## src/rtl/alu_operand_loader_if.sv

```systemverilog
// ---------------------------------------------------------------------------
// alu_operand_loader_if : switch/button inputs and registered ALU operand outputs
// Revision: 1.0
// ---------------------------------------------------------------------------
`default_nettype none

interface alu_operand_loader_if;
    logic [3:0] sw_data;
    logic [2:0] sw_mod;
    logic       btn_next;
    logic       btn_clr;
    logic [3:0] o_a;
    logic [3:0] o_b;
    logic [2:0] o_mod;
    logic       o_valid;
    logic [1:0] o_state;

    modport master (
        output sw_data, sw_mod, btn_next, btn_clr,
        input  o_a, o_b, o_mod, o_valid, o_state
    );

    modport slave (
        input  sw_data, sw_mod, btn_next, btn_clr,
        output o_a, o_b, o_mod, o_valid, o_state
    );
endinterface

`default_nettype wire

```

## src/rtl/alu_operand_loader.sv

```systemverilog
// ---------------------------------------------------------------------------
// alu_operand_loader : debounced two-button FSM capturing ALU operands A, B, mode
// Revision: 1.0
// ---------------------------------------------------------------------------
`default_nettype none

module alu_operand_loader #(
    parameter int DEBOUNCE_CYC = 16
) (
    input  logic                 clk,
    input  logic                 rst,
    alu_operand_loader_if.slave  bus
);

    localparam int                 c_cnt_w   = (DEBOUNCE_CYC > 1) ? $clog2(DEBOUNCE_CYC) : 1;
    localparam logic [c_cnt_w-1:0] c_cnt_max = c_cnt_w'(DEBOUNCE_CYC - 1);

    typedef enum logic [1:0] {
        S_A   = 2'd0,
        S_B   = 2'd1,
        S_OP  = 2'd2,
        S_RUN = 2'd3
    } state_e;

    // bit 0 = next, bit 1 = clear
    logic [1:0] w_btn_raw;
    logic [1:0] w_pulse;

    assign w_btn_raw = {bus.btn_clr, bus.btn_next};

    for (genvar gi = 0; gi < 2; gi++) begin : g_btn
        logic               sync1_q;
        logic               sync2_q;
        logic               db_q;
        logic               db_d;
        logic               db_dly_q;
        logic [c_cnt_w-1:0] cnt_q;
        logic [c_cnt_w-1:0] cnt_d;

        // Level must disagree with the debounced value for DEBOUNCE_CYC cycles to flip it
        always_comb begin
            db_d  = db_q;
            cnt_d = cnt_q;
            if (sync2_q == db_q) begin
                cnt_d = '0;
            end else if (cnt_q == c_cnt_max) begin
                db_d  = sync2_q;
                cnt_d = '0;
            end else begin
                cnt_d = cnt_q + c_cnt_w'(1);
            end
        end

        always_ff @(posedge clk) begin
            if (rst) begin
                sync1_q  <= 1'b0;
                sync2_q  <= 1'b0;
                db_q     <= 1'b0;
                db_dly_q <= 1'b0;
                cnt_q    <= '0;
            end else begin
                sync1_q  <= w_btn_raw[gi];
                sync2_q  <= sync1_q;
                db_q     <= db_d;
                db_dly_q <= db_q;
                cnt_q    <= cnt_d;
            end
        end

        assign w_pulse[gi] = db_q & ~db_dly_q;
    end

    state_e     state_q, state_d;
    logic [3:0] a_q, a_d;
    logic [3:0] b_q, b_d;
    logic [2:0] mod_q, mod_d;
    logic       valid_q, valid_d;

    // Clear takes priority over a coincident next pulse
    always_comb begin
        state_d = state_q;
        a_d     = a_q;
        b_d     = b_q;
        mod_d   = mod_q;
        valid_d = valid_q;
        if (w_pulse[1]) begin
            state_d = S_A;
            a_d     = '0;
            b_d     = '0;
            mod_d   = '0;
            valid_d = 1'b0;
        end else if (w_pulse[0]) begin
            case (state_q)
                S_A: begin
                    state_d = S_B;
                    a_d     = bus.sw_data;
                end
                S_B: begin
                    state_d = S_OP;
                    b_d     = bus.sw_data;
                end
                S_OP: begin
                    state_d = S_RUN;
                    mod_d   = bus.sw_mod;
                    valid_d = 1'b1;
                end
                default: begin
                    state_d = S_A;
                    valid_d = 1'b0;
                end
            endcase
        end
    end

    always_ff @(posedge clk) begin
        if (rst) begin
            state_q <= S_A;
            a_q     <= '0;
            b_q     <= '0;
            mod_q   <= '0;
            valid_q <= 1'b0;
        end else begin
            state_q <= state_d;
            a_q     <= a_d;
            b_q     <= b_d;
            mod_q   <= mod_d;
            valid_q <= valid_d;
        end
    end

    assign bus.o_a     = a_q;
    assign bus.o_b     = b_q;
    assign bus.o_mod   = mod_q;
    assign bus.o_valid = valid_q;
    assign bus.o_state = state_q;

endmodule

`default_nettype wire

```

## src/flat_wrapper.sv

```systemverilog
// flat-port wrapper written by rule: the top's interface ports become plain ports
module alu_operand_loader_flat 
#(
    parameter int DEBOUNCE_CYC = 16
)
  (clk, rst, bus_sw_data, bus_sw_mod, bus_btn_next, bus_btn_clr, bus_o_a, bus_o_b, bus_o_mod, bus_o_valid, bus_o_state);
  alu_operand_loader_if bus_i ();
  input  logic clk;
  input  logic rst;
  input wire logic [$bits(bus_i.sw_data)-1:0] bus_sw_data;
  input wire logic [$bits(bus_i.sw_mod)-1:0] bus_sw_mod;
  input wire logic [$bits(bus_i.btn_next)-1:0] bus_btn_next;
  input wire logic [$bits(bus_i.btn_clr)-1:0] bus_btn_clr;
  output wire logic [$bits(bus_i.o_a)-1:0] bus_o_a;
  output wire logic [$bits(bus_i.o_b)-1:0] bus_o_b;
  output wire logic [$bits(bus_i.o_mod)-1:0] bus_o_mod;
  output wire logic [$bits(bus_i.o_valid)-1:0] bus_o_valid;
  output wire logic [$bits(bus_i.o_state)-1:0] bus_o_state;
  assign bus_i.sw_data = bus_sw_data;
  assign bus_i.sw_mod = bus_sw_mod;
  assign bus_i.btn_next = bus_btn_next;
  assign bus_i.btn_clr = bus_btn_clr;
  assign bus_o_a = bus_i.o_a;
  assign bus_o_b = bus_i.o_b;
  assign bus_o_mod = bus_i.o_mod;
  assign bus_o_valid = bus_i.o_valid;
  assign bus_o_state = bus_i.o_state;
  alu_operand_loader #(.DEBOUNCE_CYC(DEBOUNCE_CYC)) u_core (.clk(clk), .rst(rst), .bus(bus_i));
endmodule
```

## config.mk

```make
export PLATFORM = sky130hd
export DESIGN_NAME = alu_operand_loader_flat
export DESIGN_NICKNAME = d
export VERILOG_FILES = /design/src/rtl/alu_operand_loader_if.sv /design/src/rtl/alu_operand_loader.sv /design/src/flat_wrapper.sv
export SDC_FILE = /design/constraint.sdc
export NUM_CORES = 1
export LEC_CHECK = 0
export ABC_AREA = 1
export BUFFER_PORTS_ARGS = -buffer_cell sky130_fd_sc_hd__buf_2
export CORE_MARGIN = 2
export CORE_UTILIZATION = 40
export CTS_CLUSTER_DIAMETER = 120
export CTS_CLUSTER_SIZE = 25
export DETAILED_ROUTE_END_ITERATION = 10
export PLACE_DENSITY = 0.65
export SLEW_MARGIN = 20
export SYNTH_ARGS = -nofsm -noshare
export SYNTH_HDL_FRONTEND = slang
export SYNTH_SLANG_ARGS = --single-unit
```

## constraint.sdc

```tcl
create_clock -name clk -period 1.4 [get_ports clk]
set_clock_uncertainty 0.2 [all_clocks]
set_input_delay 0.28 -clock clk [delete_from_list [all_inputs] [get_ports clk]]
set_output_delay 0.28 -clock clk [all_outputs]
set_load 0.01 [all_outputs]
```

==> results of run 1 <==
==> Yosys cell counts, drive strengths merged <==
cell type and n:
a21oi 14, o21ai 1, dfxtp 30, nand3 21, ha 6, nor2 23
buf 3, xnor2 2, inv 19, nand2 28, nand4 3
==> report_power, final <==
part / internal, mW / total (mW) / switching, mW
clock network: 0.243 / 0.530 / 0.287
logic: 0.0270 / 0.0550 / 0.0280
registers: 0.858 / 0.862 / 0.00416
==> cells by family after synthesis <==
kind of cell             count (synthesis)
buffers and inverters                   22
XOR/XNOR                                 2
AO/OA/AOI/OAI                           15
AND/OR/NAND/NOR                         75
flip-flops                              30
adder cells (fa/ha/maj)                  6
==> metrics by stage <==
step                instances  instance area, sq um  hold WS (ns)  setup TNS (ns)  worst slack [ns]
finish                    224                  1550        0.0296               0            0.0506
global route              224                  1550       0.00687         -0.0860           -0.0278
CTS                       221                  1510        0.0103               0            0.0309
detailed placement        211                  1410         0.195          -0.285            -0.124
global placement          211                  1410         0.191         -0.0801           -0.0801
floorplan                 150                  1220         0.187               0            0.0179
==> metal layers <==
layer	up-vias	GRT usage (%)	wire, um
li1	563	-	-
met1	484	17.1	1010
met2	30	24.5	1200
met3	2	6.55	131
met4	0	7.79	15
met5	-	0	0
==> registers in the layout (all words and copies together), names as in the netlist <==
| register | count |
|---|---|
| u_core.g_btn.db_q | 2 |
| u_core.bus.o_mod | 3 |
| u_core.g_btn.sync2_q | 2 |
| u_core.bus.o_valid | 1 |
| u_core.g_btn.db_dly_q | 2 |
| u_core.g_btn.sync1_q | 2 |
| u_core.bus.o_b | 4 |
| u_core.g_btn.cnt_q | 8 |
| u_core.bus.o_a | 4 |
| u_core.bus.o_state | 2 |
==> path summary, 6_finish.rpt <==
check	endpoint	depth (start not counted)	startpoint	slack, ns
max	u_core.bus.o_state[0]$_SDFFE_PP0P_	6	u_core.bus.o_state[0]$_SDFFE_PP0P_	0.05
min	u_core.bus.o_mod[0]$_SDFFE_PP0P_	3	bus_sw_mod[0]	0.03
max reg2reg	u_core.bus.o_state[0]$_SDFFE_PP0P_	6	u_core.bus.o_state[0]$_SDFFE_PP0P_	0.05
min reg2reg	u_core.g_btn[1].sync2_q$_SDFF_PP0_	2	u_core.g_btn[1].sync1_q$_SDFF_PP0_	0.20
==> worst reg2reg max path: stages (launching register included) <==
cell	delay, ns
dfxtp_4	0.38
inv_1	0.09
ha_1	0.26
inv_1	0.08
nand2_1	0.07
nand3_1	0.09
a21oi_2	0.13
==> repair_timing <==
item	in CTS	in global routing
pin swaps	0	1
hold buffers	2	0
setup endpoints to repair	13	13
endpoints found under the hold margin	2	0
setup buffers	1	3
gates resized for setup	4	6
==> area by class of cell <==
cell class / count / area (sq um)
multi-input combinational: 98 / 553
clock inverter: 1 / 5.00
clock buffer: 7 / 55.1
timing repair buffer: 36 / 221
tap: 33 / 41.3
fill: 288 / 1430
inverter: 19 / 71.3
sequential: 30 / 606
==> impl_metrics.toml, run 1 <==
[global_routing]
grt_max_degree = 16
grt_pass1_vias = 986
grt_pass1_wl_um = 3930
grt_use_total_pct = 15.3
grt_remaining_overflow = 0
grt_antenna_before_repair = 0

[run]
drv_cap = 0

[clocking]
numCtsBuffers = 5
cts_htree_levels = 2
numClockSinks = 30
path_clk_slew_ns = 0.09
clockRootBuffer = "clkbuf_4"
tritoncts = "yes"
cts_buffer_depth = 2
insertion_delay_ns = 0.32

[critical_path]
crit_top_cell = "inv_1"
cp_max_fo = 5
critPathArrivalTime_ns = 1.41
cp_slowest_cell = "dfxtp_4"
path_class = "reg2reg"
worstPathRequired_ns = 1.46
cpLargestDelayFamily = "flip-flops"
critPathBufInv = 2
critPathLaunchType = "flop"
path_cells = "inv_1, ha_1, inv_1, nand2_1, nand3_1, a21oi_2"
endpoint_kind = "flop"
cpPeakStageDelay_ns = 0.38

[power]
power_density_nw_per_um2 = 932
vdd_drop_max_mv = 0.451
p_leak_nw = 0.675
p_total_mw = 1.45

[routing]
drt_wl_total_um = 2360
wl_per_cell_um = 10.5
ant_nets = 0
vias = 1079
first_pass_iters = 4
dr.first_iter.drc_count = 52
drt-vias-per-instance = 4.82
drc_errors = 0

[floorplanning]
start_util_pct = 41.1
die_h_um = 59.3
die_area_sq_um = 3520
coreArea_sq_um = 2980
rows = 20
chipWidth_um = 59.3
io_pins = 25

[finish]
drive_gt1_share_pct = 31.4
syn2layout_area_growth_pct = 26.9
layout_common_cells = "nand2_1 (28), dfxtp_1 (28), buf_2 (23), nor2_1 (21), nand3_1 (19)"
diodes = 0
utilization_pct = 52.1
finalNetCount = 207

[timing]
max_slew_margin_pct = 78.6
grt_setup_unrepaired = "yes"
worstMarginPinSlew_ns = 0.320
final-hold-violation-count = 0
post-route-min-period_ns = 1.35
finalMaxSlewViolations = 0
fin_crit_sh_pct = 96.4
setup_viol = 0
fmax_mhz = 741

[placed_design]
dp_hpwl_um = 1720
port_buffers = 24
finalWeightedCongestion = 0.722

[logic_synthesis]
ys_types = 16
synth-compound-area-share_pct = 9.20
yosys.area_share.simple_pct = 26.4
syn_area_per_cell_sq_um = 8.16
ys_seq_elements = 30
yosysWarnings = 0
synth_top_family_by_area = "simple AND/OR/NAND/NOR gates"
synthXorXnorAreaFrac_pct = 1.43
synth_top_area_share_pct = 49.1
synthAdderAreaFrac_pct = 6.13
synth_area_sq_um = 1220
syn_nets = 167
synthCells = 150
yosysSeqAreaShare_pct = 49.1
muxShareOfSynthArea_pct = 0
synth_area_leader_cell = "dfxtp_1"
synth_area_leaders = "dfxtp_1 (49%), nand2_1 (8.6%), nand3_1 (8.6%), nor2_1 (6.7%), a21oi_2 (6.4%)"

[run_status]
status = "finished, final reports clean"

[hold_path]
hold_path_class = "in2reg"
Power figures use the tool's default switching activity.
==> run 2: changes to the inputs <==
--- a/config.mk
+++ b/config.mk
@@ -7,12 +7,13 @@
 export LEC_CHECK = 0
 export ABC_AREA = 1
 export BUFFER_PORTS_ARGS = -buffer_cell sky130_fd_sc_hd__buf_2
-export CORE_MARGIN = 2
+export CORE_MARGIN = 8
 export CORE_UTILIZATION = 40
 export CTS_CLUSTER_DIAMETER = 120
 export CTS_CLUSTER_SIZE = 25
 export DETAILED_ROUTE_END_ITERATION = 10
 export PLACE_DENSITY = 0.65
+export REMOVE_ABC_BUFFERS = 1
 export SLEW_MARGIN = 20
 export SYNTH_ARGS = -nofsm -noshare
 export SYNTH_HDL_FRONTEND = slang
==> run 2 against run 1 <==
Compared with the run above: non-clock buffer count up 2; via count increased by 2.0%; clock power fell by 0.8%; critical endpoint is now bus_o_state[1]; largest cell class unchanged; largest power group unchanged.
==> impl_metrics.toml, run 2 (synthesis results as in run 1) <==
[run_status]
status = "finished, final reports clean"

[floorplanning]
coreArea_sq_um = 2980
rows = 20
chipWidth_um = 71.3
die_h_um = 71.3
start_util_pct = 41.1
die_area_sq_um = 5090
io_pins = 25

[routing]
vias = 1101
drt_wl_total_um = 2650
drt-vias-per-instance = 4.87
first_pass_iters = 4
ant_nets = 0
dr.first_iter.drc_count = 34
wl_per_cell_um = 11.7
drc_errors = 0

[timing]
finalMaxSlewViolations = 0
max_slew_margin_pct = 77.0
fmax_mhz = 737
final-hold-violation-count = 0
hold_ws_ns = 0.0264
fin_crit_sh_pct = 96.9
post-route-min-period_ns = 1.36
setup_viol = 0
fin_tns_setup_ns = 0
final.setup.worst_slack_ns = 0.0436
grt_setup_unrepaired = "yes"
worstMarginPinSlew_ns = 0.344

[finish]
syn2layout_area_growth_pct = 30.4
largest_register_ff_count = 8
finalNonFillerCells = 226
multi_input_area_sq_um = 556
fillers = 281
layout_common_cells = "nand2_1 (28), dfxtp_1 (28), buf_2 (22), nor2_1 (21), nand3_1 (19)"
drive_gt1_share_pct = 32.1
diodes = 0
ff_latch_area_sq_um = 606
fin_area_sq_um = 1600
finalNetCount = 209
largest_register = "u_core.g_btn.cnt_q"
utilization_pct = 53.6

[clocking]
cts_htree_levels = 2
clockRootBuffer = "clkbuf_4"
path_clk_slew_ns = 0.09
numCtsBuffers = 5
numClockSinks = 30
insertion_delay_ns = 0.32
cts_buffer_depth = 2
tritoncts = "yes"

[critical_path]
critPathLaunch = "u_core.bus.o_state[1]$_SDFFE_PP0P_"
crit_top_cell = "buf_6"
critPathArrivalTime_ns = 0.88
cp_max_fo = 3
worstPathRequired_ns = 0.92
critPathLaunchType = "flop"
path_class = "reg2out"
cpPeakStageDelay_ns = 0.34
path_cells = "buf_6, buf_6"
cp_slowest_cell = "dfxtp_2"
endpoint_kind = "output port"
r2r_start = "u_core.bus.o_state[0]$_SDFFE_PP0P_"

[power]
p_leak_nw = 0.689
p_total_mw = 1.45
power_density_nw_per_um2 = 911
vdd_drop_max_mv = 0.468

[global_routing]
grt_pass1_wl_um = 4290
grt_use_total_pct = 10.6
grt_pass1_vias = 1050
grt_max_degree = 16
grt_antenna_before_repair = 0
grt_remaining_overflow = 0

[hold_path]
hold_path_class = "in2reg"
hp-start = "bus_sw_data[3]"

[run]
drv_cap = 0

[placed_design]
finalWeightedCongestion = 0.812
place_ws_ns = -0.0794
port_buffers = 24
dp_cells = 211
placed_area_sq_um = 1410
dp_hpwl_um = 2000
[run 2: cell count changes in the layout (fill, tap and decap cells not counted), sizes merged]
cell         change
buf              +1
dlygate4sd3      +1
[run 2: critical path: cells and delay by family (launching register included)]
family                 cells  cell delay, ns
flip-flops                 1            0.34
buffers and inverters      2            0.22
[run 2: routing by layer]
layer  routed length [um]  global-route usage [%]
met1                 1100                    10.3
met2                 1290                    18.2
met3                  211                    6.14
met4                   45                    3.93
met5                    0                       0
[run 2: timing repair]
item                                    in CTS  in global routing
endpoints found under the hold margin        3                  0
pin swaps                                    0                  1
buffers inserted                             0                  5
gates resized for setup                      6                  8
hold buffers                                 3                  0
endpoints found under the setup margin       5                 13
[run 2: worst paths after layout]
kind / to / slack [ns] / cells after the start
min reg2reg: u_core.g_btn[0].sync2_q$_SDFF_PP0_ / 0.22 / 2
max: bus_o_state[1] / 0.04 / 2
max reg2reg: u_core.bus.o_state[0]$_SDFFE_PP0P_ / 0.07 / 6
min: u_core.bus.o_b[3]$_SDFFE_PP0P_ / 0.03 / 3
[run 2: layout make-up]
type	instances	area share (%)
sequential	30	38.0
multi-input combinational	98	34.8
timing repair buffer	38	16.4
inverter	19	4.47
clock buffer	7	3.45
tap	33	2.59
clock inverter	1	0.314
[run 2: power by group]
group	total (mW)	internal (mW)	leakage (nW)	switching, mW
Clock	0.526	0.243	0.0353	0.283
Combinational	0.0648	0.0340	0.410	0.0308
Sequential	0.862	0.858	0.244	0.00428
==> run 3: changes to the inputs <==
--- a/config.mk
+++ b/config.mk
@@ -12,7 +12,7 @@
 export CTS_CLUSTER_DIAMETER = 120
 export CTS_CLUSTER_SIZE = 25
 export DETAILED_ROUTE_END_ITERATION = 10
-export PLACE_DENSITY = 0.65
+export PLACE_DENSITY = 0.68
 export REMOVE_ABC_BUFFERS = 1
 export SLEW_MARGIN = 20
 export SYNTH_ARGS = -nofsm -noshare
==> constraint.sdc (replaced) <==
create_clock -name clk -period 1.23 [get_ports clk]
set_clock_uncertainty 0.2 [all_clocks]
set_input_delay 0.246 -clock clk [delete_from_list [all_inputs] [get_ports clk]]
set_output_delay 0.246 -clock clk [all_outputs]
set_load 0.01 [all_outputs]
==> run 3 against run 2 <==
Compared with the run above: the run now ends with negative setup slack left; cell area is 22% higher; routed wire length increased by 16%; sequential share of layout area shrank 5.9 points; power grew 24%; register-to-register slack got worse by 0.14 ns; non-clock buffer count is 20 higher; sequential cell count unchanged; die area unchanged; cell count is 8.8% higher; largest power group unchanged; highest routed layer unchanged.
==> impl_metrics.toml, run 3 (synthesis results as in run 1) <==
[routing]
dr.first_iter.drc_count = 53
vias = 1173
wl_per_cell_um = 12.4
first_pass_iters = 4
ant_nets = 0
drt-vias-per-instance = 4.77
drc_errors = 0
drt_wl_total_um = 3060

[critical_path]
critPathLaunchType = "flop"
path_cells = "buf_6, buf_6"
cp_slowest_cell = "dfxtp_2"
worstPathRequired_ns = 0.78
endpoint_kind = "output port"
cp_max_fo = 4
path_class = "reg2out"
crit_top_cell = "buf_6"
critPathArrivalTime_ns = 0.91
cpPeakStageDelay_ns = 0.35

[power]
clkPwrFrac_pct = 40.3
comb_power_share_pct = 5.4
internal-power_mw = 1.42
switchingPower_mw = 0.383
p_leak_nw = 0.809
p_seq_share_pct = 54.3
power_density_nw_per_um2 = 929
swShare_pct = 21.2
vdd_drop_max_mv = 0.660

[global_routing]
grt_antenna_before_repair = 0
grt_max_degree = 16
grt_remaining_overflow = 0
grt_pass1_wl_um = 5130
grt_pass1_vias = 1261
grt_use_total_pct = 12.7

[finish]
diodes = 0
finalNetCount = 229
syn2layout_area_growth_pct = 58.9
final_common_cell = "nand2_1"
largest_register = "u_core.g_btn.cnt_q"
drive_gt1_share_pct = 44.1
layout_common_cells = "nand2_1 (28), nor2_1 (21), buf_4 (18), inv_1 (17)"
fillers = 241
largest_register_ff_count = 8
finalNonFillerCells = 246

[floorplanning]
io_pins = 25
rows = 20
start_util_pct = 41.1
die_h_um = 71.3
die_area_sq_um = 5090
coreArea_sq_um = 2980
chipWidth_um = 71.3

[clocking]
tritoncts = "yes"
numCtsBuffers = 5
cts_htree_levels = 2
clockRootBuffer = "clkbuf_4"
path_clk_slew_ns = 0.10
cts_buffer_depth = 2
numClockSinks = 30
insertion_delay_ns = 0.33

[placed_design]
dp_cells = 216
port_buffers = 24
finalWeightedCongestion = 0.831
dp_hpwl_um = 2020
place_ws_ns = -0.158

[timing]
finalMaxSlewViolations = 0
final.setup.worst_slack_ns = -0.124
fmax_mhz = 739
worstMarginPinSlew_ns = 0.206
grt_setup_unrepaired = "yes"
fin_crit_sh_pct = 110
max_slew_margin_pct = 86.3
post-route-min-period_ns = 1.35
final-hold-violation-count = 0
setup_viol = 15

[run_status]
violations = "negative setup slack"
status = "finished, violations left"

[run]
drv_cap = 0

[hold_path]
hold_path_class = "in2reg"
==> run 3: cell count changes in the layout (fill, tap and decap cells not counted), moves of 9 or more <==
cell / delta
buf_2: -12
buf_4: +9
buf_6: +13
dfxtp_1: -15
dfxtp_2: +15
dlygate4sd3_1: +10
==> run 3: through the flow <==
stage / area, sq um / util [%] / hold WS, ns / TNS, ns / total power [mW]
after floorplan: 1200 / - / 0.117 / -1.33 / 1.03
after global placement: 1450 / 48.7 / 0.194 / -0.500 / 1.06
after detailed placement: 1450 / 48.7 / 0.192 / -1.40 / 1.07
after CTS: 1850 / 62.2 / 0.0244 / -1.16 / 1.83
after global routing: 1940 / 65.3 / 0.0720 / -1.91 / 1.88
final: 1940 / 65.3 / 0.0554 / -0.695 / 1.81
==> run 3: metal layers <==
metal / GRT usage (%) / up-vias / part of all wire [%]
met5: 0 / - / 0
met4: 5.54 / 0 / 2.4
met3: 5.58 / 9 / 5.3
met2: 22.7 / 28 / 52
met1: 12.3 / 536 / 40
li1: - / 600 / -
==> run 3: worst paths after layout <==
kind	start	to	slack (ns)	cells after the start
max	u_core.bus.o_state[1]$_SDFFE_PP0P_	bus_o_state[1]	-0.12	2
min	rst	u_core.g_btn[0].db_q$_SDFFE_PP0P_	0.06	4
max reg2reg	u_core.bus.o_state[0]$_SDFFE_PP0P_	u_core.bus.o_mod[1]$_SDFFE_PP0P_	-0.07	5
min reg2reg	u_core.g_btn[1].sync1_q$_SDFF_PP0_	u_core.g_btn[1].sync2_q$_SDFF_PP0_	0.21	2
==> run 3: power by group through the flow <==
stage	logic, mW	clock network [mW]	registers (mW)
after global placement	0.0589	0	1.00
after CTS	0.0932	0.758	0.980
after global routing	0.108	0.794	0.982
after floorplan	0.0215	0	1.00
final	0.0979	0.729	0.980
after detailed placement	0.0611	0	1.01
==> run 3: layout make-up <==
cell class / count / area [sq um] / share of cell area (%)
sequential: 30 / 624 / 32.1
multi-input combinational: 98 / 613 / 31.5
timing repair buffer: 58 / 515 / 26.5
clock buffer: 8 / 78.8 / 4.05
inverter: 19 / 71.3 / 3.67
tap: 33 / 41.3 / 2.12
==> run 3: what timing repair did <==
item                                   in CTS  in global routing
hold buffers                               13                  0
setup endpoints to repair                  35                 37
setup buffers                               4                  5
cloned                                      0                  0
pin swaps                                   2                  3
gates resized for setup                    42                  9
endpoints found under the hold margin      14                  0
==> run 3: worst max-delay path: cells and delay by family, from the launching register on <==
kind	cells	cell delay, ns
flip-flops	1	0.35
buffers and inverters	2	0.22
